==> src/rtl/time_edit_pkg.sv <==
// -----------------------------------------------------------------------------
// time_edit_pkg
// Shared definitions for the BCD time-digit editor:
//   - DIGIT_W       : width of one BCD digit
//   - state_e       : editor FSM encoding (IDLE / EDIT / DONE)
//   - *_DIGIT_MAX   : packed per-digit upper limits for common time formats
//   - clamp_digit() : limits a loaded digit to its own maximum and to 9
// -----------------------------------------------------------------------------
package time_edit_pkg;

   localparam int DIGIT_W = 4;

   typedef enum logic [1:0] {
      IDLE = 2'd0,
      EDIT = 2'd1,
      DONE = 2'd2
   } state_e;

   // digit3..digit0 limits: MM:SS = 9,9,5,9 and HH:MM = 2,9,5,9
   localparam logic [15:0] MMSS_DIGIT_MAX = 16'h9959;
   localparam logic [15:0] HHMM_DIGIT_MAX = 16'h2959;

   // A digit limit above 9 is not a valid BCD bound, so 9 caps it as well.
   function automatic logic [DIGIT_W-1:0] clamp_digit(
      input logic [DIGIT_W-1:0] val,
      input logic [DIGIT_W-1:0] lim
   );
      logic [DIGIT_W-1:0] cap;
      cap = (lim > 4'd9) ? 4'd9 : lim;
      return (val > cap) ? cap : val;
   endfunction

endpackage

==> src/rtl/time_digit_editor_btn_event.sv <==
// -----------------------------------------------------------------------------
// btn_event
// Turns one debounced push-button level into single-cycle event pulses.
// Configuration macro: TIME_EDIT_AUTOREPEAT_EN (adds hold/repeat events).
// Ports:
//   clk      : system clock
//   reset    : asynchronous active-high reset
//   level_i  : debounced button level
//   active_i : editor is in EDIT; events and repeat timing only run then
//   event_o  : one-cycle event pulse
// -----------------------------------------------------------------------------
module btn_event #(
   parameter bit REPEAT_EN     = 1'b0,
   parameter int HOLD_CYCLES   = 25000000,
   parameter int REPEAT_CYCLES = 5000000
) (
   input  logic clk,
   input  logic reset,
   input  logic level_i,
   input  logic active_i,
   output logic event_o
);

   logic prev_q;
   logic edge_s;

   // Button history, sampled every cycle regardless of editor state so a
   // button already held on EDIT entry does not look like a fresh press.
   always_ff @(posedge clk or posedge reset) begin
      if (reset) begin
         prev_q <= 1'b0;
      end else begin
         prev_q <= level_i;
      end
   end

   assign edge_s = level_i & ~prev_q & active_i;

`ifdef TIME_EDIT_AUTOREPEAT_EN
   localparam int CNT_MAX = (HOLD_CYCLES > REPEAT_CYCLES) ? HOLD_CYCLES : REPEAT_CYCLES;
   localparam int CNT_W   = $clog2(CNT_MAX + 1);

   logic [CNT_W-1:0] cnt_q, cnt_d;
   logic             rep_q, rep_d;
   logic             rpt_s;

   // Hold/repeat timing: cnt counts cycles since the last event; rep marks
   // that the initial hold delay has already elapsed.
   always_comb begin
      cnt_d = cnt_q;
      rep_d = rep_q;
      rpt_s = 1'b0;
      if (REPEAT_EN && active_i && level_i && prev_q) begin
         if (!rep_q) begin
            if (cnt_q == CNT_W'(HOLD_CYCLES)) begin
               rpt_s = 1'b1;
               cnt_d = CNT_W'(1);
               rep_d = 1'b1;
            end else begin
               cnt_d = cnt_q + CNT_W'(1);
            end
         end else begin
            if (cnt_q == CNT_W'(REPEAT_CYCLES)) begin
               rpt_s = 1'b1;
               cnt_d = CNT_W'(1);
            end else begin
               cnt_d = cnt_q + CNT_W'(1);
            end
         end
      end else if (edge_s) begin
         cnt_d = CNT_W'(1);
         rep_d = 1'b0;
      end else begin
         cnt_d = '0;
         rep_d = 1'b0;
      end
   end

   // Repeat timing registers.
   always_ff @(posedge clk or posedge reset) begin
      if (reset) begin
         cnt_q <= '0;
         rep_q <= 1'b0;
      end else begin
         cnt_q <= cnt_d;
         rep_q <= rep_d;
      end
   end

   assign event_o = edge_s | rpt_s;
`else
   // A repeating button with zero timing would be a configuration error;
   // such a button is kept inert so the mistake shows up immediately.
   localparam bit TIMING_OK = !REPEAT_EN || ((HOLD_CYCLES > 0) && (REPEAT_CYCLES > 0));

   assign event_o = edge_s & TIMING_OK;
`endif

endmodule

==> src/rtl/time_digit_editor.sv <==
// -----------------------------------------------------------------------------
// time_digit_editor
// Cursor-based editor for an N-digit BCD value (digit 0 rightmost), each
// digit bounded by its own limit. edit_en enters/leaves EDIT; leaving emits
// a one-cycle done pulse. Configuration macro: TIME_EDIT_AUTOREPEAT_EN
// (up/down auto-repeat while held).
// Ports:
//   clk, reset         : clock, asynchronous active-high reset
//   edit_en            : edit-mode level
//   push_u/d/l/r       : debounced button levels (up, down, left, right)
//   load, load_val     : preload strobe/value, honoured in IDLE only
//   sel                : one-hot cursor in EDIT, 0 otherwise
//   cursor             : cursor digit index
//   editing            : high while in EDIT
//   done               : one-cycle pulse after leaving EDIT
//   num                : edited BCD value
// -----------------------------------------------------------------------------
module time_digit_editor
   import time_edit_pkg::*;
#(
   parameter int                      NUM_DIGITS    = 4,
   parameter logic [4*NUM_DIGITS-1:0] DIGIT_MAX     = MMSS_DIGIT_MAX,
   parameter bit                      WRAP          = 1'b1,
   parameter int                      HOLD_CYCLES   = 25000000,
   parameter int                      REPEAT_CYCLES = 5000000
) (
   input  logic                           clk,
   input  logic                           reset,
   input  logic                           edit_en,
   input  logic                           push_u,
   input  logic                           push_d,
   input  logic                           push_l,
   input  logic                           push_r,
   input  logic                           load,
   input  logic [4*NUM_DIGITS-1:0]        load_val,
   output logic [NUM_DIGITS-1:0]          sel,
   output logic [$clog2(NUM_DIGITS)-1:0]  cursor,
   output logic                           editing,
   output logic                           done,
   output logic [4*NUM_DIGITS-1:0]        num
);

   localparam int CUR_W = $clog2(NUM_DIGITS);
   localparam int NUM_W = DIGIT_W * NUM_DIGITS;

   state_e                 state_q, state_d;
   logic [CUR_W-1:0]       cursor_q, cursor_d;
   logic [NUM_W-1:0]       num_q, num_d;
   logic [NUM_DIGITS-1:0]  sel_q, sel_d;
   logic                   editing_q;
   logic                   done_q;

   logic                   in_edit_s;
   logic                   ev_u_s, ev_d_s, ev_l_s, ev_r_s;
   logic [DIGIT_W-1:0]     dig_s, lim_s, dig_new_s;

   assign in_edit_s = (state_q == EDIT);

   btn_event #(.REPEAT_EN(1'b1), .HOLD_CYCLES(HOLD_CYCLES), .REPEAT_CYCLES(REPEAT_CYCLES))
   u_btn_u (.clk(clk), .reset(reset), .level_i(push_u), .active_i(in_edit_s), .event_o(ev_u_s));

   btn_event #(.REPEAT_EN(1'b1), .HOLD_CYCLES(HOLD_CYCLES), .REPEAT_CYCLES(REPEAT_CYCLES))
   u_btn_d (.clk(clk), .reset(reset), .level_i(push_d), .active_i(in_edit_s), .event_o(ev_d_s));

   btn_event #(.REPEAT_EN(1'b0), .HOLD_CYCLES(HOLD_CYCLES), .REPEAT_CYCLES(REPEAT_CYCLES))
   u_btn_l (.clk(clk), .reset(reset), .level_i(push_l), .active_i(in_edit_s), .event_o(ev_l_s));

   btn_event #(.REPEAT_EN(1'b0), .HOLD_CYCLES(HOLD_CYCLES), .REPEAT_CYCLES(REPEAT_CYCLES))
   u_btn_r (.clk(clk), .reset(reset), .level_i(push_r), .active_i(in_edit_s), .event_o(ev_r_s));

   // New value of the digit under the (old) cursor; up beats down.
   always_comb begin
      dig_s     = num_q[cursor_q*DIGIT_W +: DIGIT_W];
      lim_s     = DIGIT_MAX[cursor_q*DIGIT_W +: DIGIT_W];
      dig_new_s = dig_s;
      if (ev_u_s) begin
         if (dig_s >= lim_s) begin
            dig_new_s = WRAP ? 4'd0 : dig_s;
         end else begin
            dig_new_s = dig_s + 4'd1;
         end
      end else if (ev_d_s) begin
         if (dig_s == 4'd0) begin
            dig_new_s = WRAP ? lim_s : dig_s;
         end else begin
            dig_new_s = dig_s - 4'd1;
         end
      end else begin
         dig_new_s = dig_s;
      end
   end

   // Next-state, value, cursor and cursor-mask logic.
   always_comb begin
      state_d  = state_q;
      cursor_d = cursor_q;
      num_d    = num_q;
      sel_d    = '0;
      case (state_q)
         IDLE: begin
            if (load) begin
               for (int i = 0; i < NUM_DIGITS; i++) begin
                  num_d[i*DIGIT_W +: DIGIT_W] = clamp_digit(load_val[i*DIGIT_W +: DIGIT_W],
                                                            DIGIT_MAX[i*DIGIT_W +: DIGIT_W]);
               end
            end else begin
               num_d = num_q;
            end
            if (edit_en) begin
               state_d  = EDIT;
               cursor_d = CUR_W'(NUM_DIGITS - 1);
            end else begin
               state_d  = IDLE;
            end
         end
         EDIT: begin
            if (!edit_en) begin
               // Exit cycle: no edit, no cursor move.
               state_d = DONE;
            end else begin
               num_d[cursor_q*DIGIT_W +: DIGIT_W] = dig_new_s;
               if (ev_l_s) begin
                  cursor_d = (cursor_q == CUR_W'(NUM_DIGITS - 1)) ? '0 : cursor_q + CUR_W'(1);
               end else if (ev_r_s) begin
                  cursor_d = (cursor_q == '0) ? CUR_W'(NUM_DIGITS - 1) : cursor_q - CUR_W'(1);
               end else begin
                  cursor_d = cursor_q;
               end
            end
         end
         DONE: begin
            state_d = IDLE;
         end
         default: begin
            state_d = IDLE;
         end
      endcase
      if (state_d == EDIT) begin
         sel_d = NUM_DIGITS'(1) << cursor_d;
      end else begin
         sel_d = '0;
      end
   end

   // State and registered outputs.
   always_ff @(posedge clk or posedge reset) begin
      if (reset) begin
         state_q   <= IDLE;
         cursor_q  <= '0;
         num_q     <= '0;
         sel_q     <= '0;
         editing_q <= 1'b0;
         done_q    <= 1'b0;
      end else begin
         state_q   <= state_d;
         cursor_q  <= cursor_d;
         num_q     <= num_d;
         sel_q     <= sel_d;
         editing_q <= (state_d == EDIT);
         done_q    <= (state_d == DONE);
      end
   end

   assign sel     = sel_q;
   assign cursor  = cursor_q;
   assign editing = editing_q;
   assign done    = done_q;
   assign num     = num_q;

endmodule

==> config.mk <==
export PLATFORM = sky130hd
export DESIGN_NAME = time_digit_editor
export DESIGN_NICKNAME = d
export VERILOG_FILES = /design/src/rtl/time_edit_pkg.sv /design/src/rtl/time_digit_editor_btn_event.sv /design/src/rtl/time_digit_editor.sv
export SDC_FILE = /design/constraint.sdc
export NUM_CORES = 1
export LEC_CHECK = 0
export CAP_MARGIN = 15
export CORE_ASPECT_RATIO = 0.5
export CORE_MARGIN = 4
export CORE_UTILIZATION = 39
export DETAILED_ROUTE_END_ITERATION = 8
export HOLD_SLACK_MARGIN = 0.06
export PLACE_DENSITY = 0.71
export SETUP_SLACK_MARGIN = 0.2
export SYNTH_ARGS = -nofsm -noshare
export SYNTH_HDL_FRONTEND = slang
export SYNTH_SLANG_ARGS = --single-unit
==> constraint.sdc <==
create_clock -name clk -period 3.2 [get_ports clk]
set_input_delay 0.32 -clock clk [delete_from_list [all_inputs] [get_ports clk]]
set_output_delay 0.32 -clock clk [all_outputs]
set_load 0.02 [all_outputs]
======== Yosys cells after proc, flatten, opt, wreduce, memory -nomap -nowiden ========
Cells that the tools add are included.
cells by class
  magnitude comparators ................... 5
  equal/unequal tests ..................... 6
  shift-type cells ........................ 5
  multiplexer cells ....................... 23
  bitwise gates (word level) .............. 12
  $add $sub $neg .......................... 5
  reductions and logical operators ........ 5
operator list
  kind                                                           number
  2-to-1 mux 4 bit                                               9
  negator 4 -> 34 bit                                            1
  variable shift 4 x 34 -> 16 bit, first input constant          1
  variable part select 4 x 34 -> 16 bit                          1
  2-to-1 mux 16 bit                                              2
  case mux 16 bit (2 select lines)                               1
  bitwise mux 16 bit                                             1
  variable part select 16 x 5 -> 4 bit                           1
  variable part select 16 x 5 -> 4 bit, first input constant     1
  2-to-1 mux 2 bit                                               7
  greater-than comparator 4 bit, second input constant           3
  bitwise AND 1 bit                                              8
  case mux 2 bit (2 select lines)                                2
  adder 4 x 1 -> 4 bit, second input constant                    1
  equality test 2 x 1 -> 1 bit, second input constant            2
  equality test 2 bit, second input constant                     2
  greater-or-equal comparator 4 bit                              1
  greater-than comparator 4 x 3 -> 1 bit, second input constant  1
  zero test 2 bit                                                2
  zero test 4 bit                                                1
  inequality test 2 bit, second input constant                   2
  inverter 1 bit                                                 4
  left shift 1 x 2 -> 4 bit, first input constant                1
  subtractor 4 x 1 -> 4 bit, second input constant               1
  other kinds (5)                                                5
storage, ports and cells
  word-level logic and storage cells ...... 71
  output and inout bits ................... 24
  register bits after elaboration ......... 30
  input bits .............................. 24

======== Longest topological paths before layout ========
  depth in word-level cells ............... 9
  mapped depth ............................ 11
  mapped depth without buffers ............ 10

======== By module ========
From an unflattened synthesis, not the netlist that was laid out.
second synthesis, totals
  cell total of the unflattened synthesis .. 201
  area total of the unflattened synthesis .. 1,878.1 sq um
by module, submodules not included
  module             cells an instance  instances  area an instance (sq um)  sequential area each (sq um)
  time_digit_editor  189                1          1,727.9                   650.6
  btn_event          3                  4          37.5                      25.0

======== Worst setup path before layout ========
Ideal clock, no wire load.
  path type ............................... register to register
  start ................................... register cursor_q[0], in the netlist cursor[0]
  end ..................................... register num_q[14], in the netlist num[14]
  library setup time ...................... 0.141 ns
  data arrival time ....................... 2.504 ns
  slack ................................... 0.555 ns
  buffers on the path ..................... 1
  stages on the path, launching flop included .. 10
  period minus slack after synthesis ...... 2.645 ns
  required time ........................... 3.059 ns
  cells stage by stage .................... dfrtp_1 > buf_6 > mux4_2 > inv_1 > ha_1 > nor2b_2 > mux2i_1 > nor2_1 > a311oi_1 > o31ai_1
on the way
  cells in the longest elaborated chain, start to end .. 9
  elaborated cells on any way between the ends .. 16
  classes of those cells .................. add/sub: 3; order compare: 1; shift: 4; mux: 7; reduce/logical: 1
RTL lines
  item                                                                 RTL line                                          source
  from (decl)                                                          time_digit_editor.sv:47                           logic [CUR_W-1:0] cursor_q, cursor_d;
  from (signal assigned)                                               time_digit_editor.sv:156                          cursor_q <= cursor_d;
  variable part select 16 x 5 -> 4 bit                                 time_digit_editor.sv:73                           dig_s = num_q[cursor_q*DIGIT_W +: DIGIT_W];
  subtractor 4 x 1 -> 4 bit / zero test 4 bit (equally long branches)  time_digit_editor.sv:86, time_digit_editor.sv:83
  2-to-1 mux 4 bit                                                     time_digit_editor.sv:83                           if (dig_s == 4'd0) begin
  2-to-1 mux 4 bit                                                     time_digit_editor.sv:82                           end else if (ev_d_s) begin
  2-to-1 mux 4 bit                                                     time_digit_editor.sv:76                           if (ev_u_s) begin
  variable part select 4 x 34 -> 16 bit                                time_digit_editor.sv:121                          num_d[cursor_q*DIGIT_W +: DIGIT_W] = dig_new_s;
  bitwise mux 16 bit *                                                 time_digit_editor.sv:121
  2-to-1 mux 16 bit *                                                  time_digit_editor.sv:117                          if (!edit_en) begin
  case mux 16 bit (2 select lines) *                                   time_digit_editor.sv:99                           case (state_q)
  to (signal assigned)                                                 time_digit_editor.sv:157                          num_q <= num_d;
  to (decl)                                                            time_digit_editor.sv:48                           logic [NUM_W-1:0] num_q, num_d;
Mark *: on every way between the ends. The rest lies on a longest branch, timed or not. The select of a mux whose other input is x is not followed.
A chain may end at the register's enable or synchronous reset.

======== Worst setup path in the final report ========
  start ................................... register cursor_q[0], in the netlist cursor[0]
  end ..................................... register num_q[12], in the netlist num[12]
Same word-level chain as after synthesis.

==> run summary <==
# port buffers - 47
Congestion Overflow GR - 0
worst path cell trace - mux4_2 > inv_1 > ha_1 > nand2b_1 > a211oi_1 > o21ai_0 > a21oi_1 > a21oi_1 > buf_4 > o221ai_1
DIE WIDTH - 108 um
Comb pwr share - 0.435
Netlist cell types - 41
Sw Ratio - 0.385
fin crit period - 2770 ps
Sw Pwr - 0.000554 W
worst r2r dst - num[12]
Gate Count Post-Synth - 205
P per Cell Area - 564 mW/mm^2
number of hold violations in the final report - 0
share of the synthesized area in the top cell type - 0.388
met3 routed WL - 395 um
Flop pwr share - 0.341
Reg2Reg Setup Slack - 430 ps
Worst VDD drop - 0.000201 V
Via-to-Cell Ratio - 5.43
CTS clk-pin slew, worst paths - 70 ps
CP Data Required Time - 3390 ps
Max Cap Viol - 0
sequential share of the synthesized area - 0.388
vias in the first global route - 1640
I/O pins - 48
hold crit path type - input port to asynchronous set/reset pin
CP Launch Type - flop
post-route cell area - 0.00255 sq mm
CTS tree - yes
Worst Setup Path Type - flop to flop
CP Max Fanout - 10
setup_tns - 0 ps
WP data arrival - 2960 ps
status - finished clean
Die ar. - 0.00622 sq mm
DRC - 0
most frequent cells after synthesis - dfrtp_1, nor2_1, nand2_1
CTS buffer count - 5
Slew Viols, Final - 0
Worst-Skew Late Latency - 280 ps
Top delay family on crit path - compound AO/OA/AOI/OAI gates
pin count of the biggest net entering global routing - 20
Clock power frac - 0.224
Post-synth EDFFs - 0
FF-to-FF path depth - 10
NumNets Final - 291
TritonCTS Sinks - 30
met1 WL - 2.33 mm
CP max stage delay - 620 ps
Area contributors post-synth - dfrtp_1, ha_1, nor2_1, a21oi_1, mux4_2
H-tree Lvls - 2
Slew headroom - 0.437
Final Wtd Congestion - 0.910
initial core utilization - 0.421
routed len/inst - 16.0 um
Slew @ Worst Pin - 835 ps
clk buf depth - 2
Mapped Nets - 240
Setup crit end kind - flop
internal power - 0.000887 W
CP startpoint - cursor[0]
FFs w/ async S/R, synth - 1.00
drt pass-1 iters - 6
post-DP HPWL - 4.01 mm
Die Y - 57.8 um
CP dominant cell by count - a21oi_1
Core Area - 0.00459 sq mm
Post-DRT Antenna Nets - 0
Leakage - 1.07 nW
setup bufs post-CTS - 0
layout cells sized above 1 - 0.105
Critical path buffers and inverters - 2
clock skew - 6.36 ps
Fmax - 361 MHz
Synth warnings - 0
synthesized area per cell - 9.43 sq um
Resized cells post-CTS - 0
Worst Setup EP - num[12]
RSZ-0062 raised after global routing - false
row count - 17
Tot Pwr - 0.00144 W
Initial DRC Count - 139
placed instance area - 0.00246 sq mm
# diodes - 0
routed vias - 1755
synthesized area - 0.00193 sq mm
slowest CP cell - mux4_2
most numerous cell in the Yosys netlist - dfrtp_1
Critical Path Stages - 10
DR WL met2 - 2.44 mm
Final Cycle Share - 0.866
Layout area overhead - 32.2%
R2R Path Start - cursor[0]
Seq cells post-synth - 30
clk root buf - clkbuf_8
highest metal used - met4
setup violators final - 0
drt total wl - 5.18 mm
initial antenna violation count - 0
CTS Hold Bufs - 0
Synth area leader - dfrtp_1
ys flop type - dfrtp_1
Total Routing Usage GR - 0.173
first-pass GRT wire length - 8.40 mm
[routing by layer]
metal / vias up / global-route usage
met4: 0 / 0.0306
met1: 841 / 0.250
met2: 67 / 0.265
li1: 845 / -
met5: - / 0
met3: 2 / 0.0434
[cells by family (layout without fill, tap and decap cells)]
group	count (synthesis)	in the layout	synth area share
AOI/OAI and AO/OA	58	58	0.201
DFF	30	30	0.388
xor gates and xnor gates	1	1	0.00453
and+or+nand+nor	82	82	0.228
adders and majority gates	11	11	0.0712
muxes	8	8	0.0608
buffers and inverters	15	67	0.0460
[layout by cell type, fill, tap and decap left out, types with 3 or more instances in the layout]
cell             count
nand3_1              7
o22ai_1              5
nand2b_1             3
o31ai_1              4
o21ai_0             11
clkdlybuf4s50_1     47
mux2i_1              5
ha_1                11
dfrtp_1             28
a21oi_1             16
o21a_1               4
buf_4                4
a211oi_1             3
nor2_1              25
nor2b_1              7
inv_1                8
mux4_2               3
nand2_1             17
a21o_1               3
clkbuf_8             6
o221ai_1             6
and3_1               4
[power by group through the flow]
stage	registers [W]	clock network [W]	logic [W]
after floorplan	0.000530	0	0.000352
after global placement	0.000497	0	0.000621
after detailed placement	0.000497	0	0.000623
after CTS	0.000490	0.000330	0.000626
after global routing	0.000502	0.000350	0.000683
final	0.000491	0.000323	0.000627
[registers in the layout, indices dropped and copies added, names as in the netlist]
register and count:
num 16, u_btn_l.prev_q 1, sel 4, cursor 2, u_btn_r.prev_q 1, editing 1
u_btn_u.prev_q 1, u_btn_d.prev_q 1, state_q 2, done 1
[worst register-to-register path, stage by stage, from the launching register on]
cell and delay, ps:
dfrtp_2 500, mux4_2 620, inv_1 140, ha_1 210, nand2b_1 70, a211oi_1 300, o21ai_0 210, a21oi_1 210
a21oi_1 60, buf_4 160, o221ai_1 200
[metrics by stage]
stage | utilization | worst slack [ps] | instances | hold slack, ps
4_1_cts | 0.556 | 293 | 323 | 472
5_1_grt | 0.556 | 203 | 323 | 494
2_1_floorplan | - | 555 | 205 | 351
3_5_place_dp | 0.535 | 322 | 315 | 532
6_report | 0.556 | 428 | 323 | 455
3_3_place_gp | 0.535 | 368 | 315 | 517
[area by class of cell]
class                   count  area (sq um)
repair buffers             51           500
clock inverters             2          12.5
multi-input cells         160          1090
inverters                   8          30.0
fillers                   408          2040
flip-flops and latches     30           753
well taps                  66          82.6
clock buffers               6          82.6
[worst min-delay path by stage]
stage,startpoint,endpoint,slack [ps]
6_report,reset,sel[2],450
3_3_place_gp,num[10],num[10],520
4_1_cts,reset,num[8],470
5_1_grt,push_r,u_btn_r.prev_q,490
3_5_place_dp,num[10],num[10],530
2_1_floorplan,push_d,u_btn_d.prev_q,350
Power figures use the tool's default switching activity.
